`src/rtl/exa_crosb_output_packet_mux_with_vcs.sv`:
```
// Crossbar output-port packet mux: locks onto the arbiter-granted input and forwards whole packets through a 2-entry FIFO.
// Optional per-VC packet counters are built when EXA_CROSB_OUTMUX_STATS_EN is defined.
module exa_crosb_output_packet_mux_with_vcs #(
    parameter int input_num  = 4,
    parameter int vc_num     = 3,
    parameter int prio_num   = 2,
    parameter int data_width = 64,
    localparam int VCN  = vc_num * prio_num,
    localparam int VCW  = (VCN > 1) ? $clog2(VCN) : 1,
    localparam int SELW = (input_num > 1) ? $clog2(input_num) : 1
) (
    input  logic                                  clk,
    input  logic                                  resetn,
    input  logic                                  i_cts,
    input  logic [SELW-1:0]                       i_input_sel,
    output logic                                  o_arb_last,
    input  logic [input_num-1:0]                  i_valid,
    input  logic [input_num-1:0][data_width-1:0]  i_data,
    input  logic [input_num-1:0][VCW-1:0]         i_vc,
    input  logic [input_num-1:0]                  i_last,
    output logic [input_num-1:0]                  o_ready,
    output logic                                  o_valid,
    output logic [data_width-1:0]                 o_data,
    output logic [VCW-1:0]                        o_vc,
    output logic                                  o_last,
    input  logic                                  i_ready
`ifdef EXA_CROSB_OUTMUX_STATS_EN
    ,
    output logic [VCN-1:0][31:0]                  o_pkt_cnt
`endif
);

    typedef enum logic {ST_IDLE, ST_LOCKED} state_t;

    typedef struct packed {
        logic                  last;
        logic [VCW-1:0]        vc;
        logic [data_width-1:0] data;
    } beat_t;

    state_t          r_state, w_state_nxt;
    logic [SELW-1:0] r_sel, w_sel_nxt;
    logic            r_arb_last, w_arb_last_nxt;
    beat_t           r_mem [2];
    logic            r_wr_ptr, r_rd_ptr;
    logic [1:0]      r_count;

    logic            w_full, w_push, w_pop, w_sel_ok;
    beat_t           w_in, w_head;

    assign w_full   = (r_count == 2'd2);
    assign w_sel_ok = ({1'b0, i_input_sel} < (SELW+1)'(input_num));
    assign w_in     = '{last: i_last[r_sel], vc: i_vc[r_sel], data: i_data[r_sel]};
    assign w_head   = r_mem[r_rd_ptr];

    // Only the locked input may see ready, and a full FIFO never passes through even when popping.
    always_comb begin
        o_ready = '0;
        if (r_state == ST_LOCKED && !w_full)
            o_ready[r_sel] = 1'b1;
    end

    assign w_push = |(o_ready & i_valid);
    assign w_pop  = o_valid & i_ready;

    assign o_valid    = (r_count != 2'd0);
    assign o_data     = o_valid ? w_head.data : '0;
    assign o_vc       = o_valid ? w_head.vc   : '0;
    assign o_last     = o_valid ? w_head.last : 1'b0;
    assign o_arb_last = r_arb_last;

    always_comb begin
        w_state_nxt    = r_state;
        w_sel_nxt      = r_sel;
        w_arb_last_nxt = 1'b0;
        case (r_state)
            ST_IDLE: begin
                if (i_cts && w_sel_ok) begin
                    w_state_nxt = ST_LOCKED;
                    w_sel_nxt   = i_input_sel;
                end
            end
            ST_LOCKED: begin
                if (w_push && w_in.last) begin
                    w_state_nxt    = ST_IDLE;
                    w_arb_last_nxt = 1'b1;
                end
            end
            default: w_state_nxt = ST_IDLE;
        endcase
    end

    always_ff @(posedge clk) begin
        if (!resetn) begin
            r_state    <= ST_IDLE;
            r_sel      <= '0;
            r_arb_last <= 1'b0;
        end else begin
            r_state    <= w_state_nxt;
            r_sel      <= w_sel_nxt;
            r_arb_last <= w_arb_last_nxt;
        end
    end

    always_ff @(posedge clk) begin
        if (!resetn) begin
            r_mem[0] <= '0;
            r_mem[1] <= '0;
            r_wr_ptr <= 1'b0;
            r_rd_ptr <= 1'b0;
            r_count  <= 2'd0;
        end else begin
            if (w_push) begin
                r_mem[r_wr_ptr] <= w_in;
                r_wr_ptr        <= ~r_wr_ptr;
            end
            if (w_pop)
                r_rd_ptr <= ~r_rd_ptr;
            case ({w_push, w_pop})
                2'b10:   r_count <= r_count + 2'd1;
                2'b01:   r_count <= r_count - 2'd1;
                default: r_count <= r_count;
            endcase
        end
    end

`ifdef EXA_CROSB_OUTMUX_STATS_EN
    logic [VCN-1:0][31:0] r_pkt_cnt;

    // One count per packet leaving the port, keyed by the tag on its last beat.
    for (genvar v = 0; v < VCN; v++) begin : g_stats
        always_ff @(posedge clk) begin
            if (!resetn)
                r_pkt_cnt[v] <= '0;
            else if (w_pop && o_last && (o_vc == VCW'(v)) && (r_pkt_cnt[v] != 32'hFFFF_FFFF))
                r_pkt_cnt[v] <= r_pkt_cnt[v] + 32'd1;
        end
    end

    assign o_pkt_cnt = r_pkt_cnt;
`endif

endmodule
```
`config.mk`:
```
export PLATFORM = sky130hd
export DESIGN_NAME = exa_crosb_output_packet_mux_with_vcs
export DESIGN_NICKNAME = d
export VERILOG_FILES = /design/src/rtl/exa_crosb_output_packet_mux_with_vcs.sv
export SDC_FILE = /design/constraint.sdc
export NUM_CORES = 1
export LEC_CHECK = 0
export BUFFER_PORTS_ARGS = -buffer_cell sky130_fd_sc_hd__clkbuf_2
export CAP_MARGIN = 20
export CORE_UTILIZATION = 40
export CTS_BUF_LIST = sky130_fd_sc_hd__clkbuf_8
export DETAILED_ROUTE_END_ITERATION = 12
export PLACE_DENSITY = 0.75
export SYNTH_ARGS = -nofsm -noshare
export SYNTH_HDL_FRONTEND = slang
export SYNTH_SLANG_ARGS = --single-unit
```
`constraint.sdc`:
```
create_clock -name clk -period 8.4 [get_ports clk]
set_input_delay 0.42 -clock clk [delete_from_list [all_inputs] [get_ports clk]]
set_output_delay 0.42 -clock clk [all_outputs]
set_load 0.02 [all_outputs]
```
==> flow_metrics.env <==
export IMPL_fin_crit_sh_pct=36.9
export IMPL_core_area_um2=19700
export IMPL_synth_warnings=0
export IMPL_num_rows=51
export IMPL_grt_overflow=0
export IMPL_post_drt_wl_per_cell_um=16.4
export IMPL_power_density_nw_per_um2=201
export IMPL_cts_tree="done"
export IMPL_io_buffer_count=355
export IMPL_htreeDepth=4
export IMPL_async_flop_share_pct=0
export IMPL_rsz0062_at_grt="no"
export IMPL_synth_compound_area_share_pct=0.526
export IMPL_ff2ff_setup_slack_ps=5300
export IMPL_post_dp_hpwl_um=13700
export IMPL_postCtsSetupRepairBufs=0
export IMPL_synth_top_family_by_area="multiplexers"
export IMPL_dieArea_um2=20800
export IMPL_post_route_min_period_ps=3100
export IMPL_drv_slew=0
export IMPL_synthMuxAreaShare_pct=27.9
export IMPL_max_vdd_ir_drop_mv=0.0890
export IMPL_routed_wl_um=19500
export IMPL_finalInstanceArea_um2=10500
export IMPL_vias=5896
export IMPL_ys_ff_latch=145
export IMPL_worst_setup_path_type="flop to flop"
export IMPL_io_pins=356
export IMPL_placed_area_um2=10100
export IMPL_worst_pin_slew_ps=1020
export IMPL_crit_path_end_kind="flop"
export IMPL_antenna_found_initial=0
export IMPL_syn_area_um2=8090
export IMPL_drt_iter0_drc=217
export IMPL_grt_usage_pct=18.8
export IMPL_syn_nets=858
export IMPL_numCtsBuffers=17
export IMPL_setup_viol=0
export IMPL_relSlewSlack_pct=31.8
export IMPL_antennaDiodeCount=0
export IMPL_seq_area_frac_synth_pct=52.7
export IMPL_cp_max_fo=73
export IMPL_clkSinkCount=145
export IMPL_start_kind="flop"
export IMPL_die_h_um=144
export IMPL_route_detailed_drc=0
export IMPL_cp_slowest_cell="dfxtp_4"
export IMPL_start_util_pct=41.2
export IMPL_synth_area_leaders="edfxtp_1 (50%), mux4_2 (19%), mux2i_1 (8.7%)"
export IMPL_dr_pass1_iters=4
export IMPL_postSynthCellCount=575
export IMPL_hold_slack_ps=244
export IMPL_fp_dieW_um=144
export IMPL_area_growth_pct=29.4
export IMPL_grt_pass1_wl_um=29100
export IMPL_synthTopCellsByCount="edfxtp_1 (136), nor2_1 (74), nor2b_1 (71)"
export IMPL_cp_cell_sequence="mux4_2 > and3_1 > inv_1 > o21ai_4 > buf_4"
export IMPL_hold_viol_final=0
export IMPL_insertion_delay_ps=440
export IMPL_hold_buffers=0
export IMPL_cts_resized=0
export IMPL_synth_top_area_share_pct=50.5
export IMPL_max_cap_violations=0
export IMPL_status="finished, final reports clean"
export IMPL_finClkSkew_ps=16.7
export IMPL_synthXorXnorAreaFrac_pct=0.325
export IMPL_synth_top_area_cell="edfxtp_1"
export IMPL_synth_main_ff_cell="edfxtp_1"
export IMPL_cts_root_buf="clkbuf_8"
export IMPL_worstPathRequired_ps=8450
export IMPL_clk_pin_slew_ps=80
export IMPL_p_leak_nw=4.26
export IMPL_grt_max_degree=74
export IMPL_synth_edf_count=136
export IMPL_worstPathArrival_ps=3150
export IMPL_finalSetupTns_ps=0
export IMPL_critical_path_max_stage_delay_ps=1010
export IMPL_via_per_inst=4.97
export IMPL_drive_above_1_share_pct=50.7
export IMPL_yosys_area_share_simple_pct=15.2
export IMPL_ant_nets=0
export IMPL_hp_class="primary input to flop"
export IMPL_syn_area_per_cell_um2=14.1
export IMPL_synth_cell_types=26
export IMPL_synthAdderAreaFrac_pct=0.155
export IMPL_max_freq_mhz=323
export IMPL_clockBufferDepth=2
export IMPL_grt_pass1_vias=5968
export IMPL_place_congestion=0.808
export IMPL_yosysMostFrequentCell="edfxtp_1"
export IMPL_nNetsFinal=1192
## critical path, delay by kind of cell, from the launching register on
family / cells / cell delay (ps)
flops: 1 / 1010
simple gates: 1 / 220
buf+inv: 2 / 890
mux: 1 / 400
compound gates: 1 / 140
## sequential cells by signal, indices dropped and copies added, names as in the netlist, named ones only
name / flops
r_mem: 136
r_count: 2
r_sel: 2
o_arb_last: 1
r_rd_ptr: 1
r_state: 1
r_wr_ptr: 1
## final cells by class
| type | count | area (µm²) |
|---|---|---|
| Sequential cell | 145 | 4280 |
| Fill cell | 1725 | 9190 |
| Clock inverter | 15 | 181 |
| Multi-Input combinational cell | 377 | 3600 |
| Clock buffer | 17 | 234 |
| Timing Repair Buffer | 361 | 1820 |
| Inverter | 7 | 26.3 |
| Tap cell | 265 | 332 |
## routing by layer
metal | wire, µm | vias to the layer above | track usage [%]
li1 | - | 2790 | -
met1 | 7210 | 2863 | 19.6
met2 | 10600 | 225 | 36.3
met3 | 1410 | 18 | 5.46
met4 | 269 | 0 | 5.26
met5 | 0 | - | 0
## final timing paths
kind	cells past startpoint	start	to
worst min register to register	2	r_count[1]	r_count[1]
worst max-delay path	5	r_sel[1]	r_mem[1][4]
worst min-delay path	3	i_input_sel[0]	r_sel[0]
worst max register to register	5	r_sel[1]	r_mem[1][4]
## logic make-up (layout without fill, tap and decap cells)
family	count (synthesis)	count (layout)
xor gates and xnor gates	3	3
adders and majority gates	1	1
AOI/OAI and AO/OA	8	8
and+or+nand+nor	226	226
muxes	139	139
buffers and inverters	53	400
DFF	145	145
## placed cells by master (no fill, tap or decap), drive strengths merged, types with 2 or more instances in the layout
cell type / synthesis / layout
inv: 7 / 11
dfxtp: 9 / 9
mux2i: 70 / 70
nor2b: 71 / 71
nor2: 74 / 74
bufinv: 0 / 3
clkinvlp: 0 / 3
clkinv: 0 / 5
nand3: 3 / 3
mux4: 69 / 69
clkbuf: 17 / 372
xnor2: 3 / 3
buf: 29 / 6
o21ai: 6 / 6
and3: 2 / 2
edfxtp: 136 / 136
and2: 70 / 70
## metrics by stage
stage | instances | worst slack, ps | utilization (%) | power, mW
CTS | 1187 | 5250 | 53.3 | 2.13
floorplan | 575 | 1970 | - | 1.34
global route | 1187 | 5090 | 53.3 | 2.22
detailed placement | 1155 | 5280 | 51.1 | 1.57
global placement | 1155 | 5400 | 51.1 | 1.55
finish | 1187 | 5300 | 53.3 | 2.11
## power breakdown
part	internal (mW)	switching, mW	leakage (nW)
Combinational	0.271	0.370	2.57
Sequential	0.847	0.0527	1.49
Clock	0.297	0.272	0.199
(Power assumes the default switching activity.)
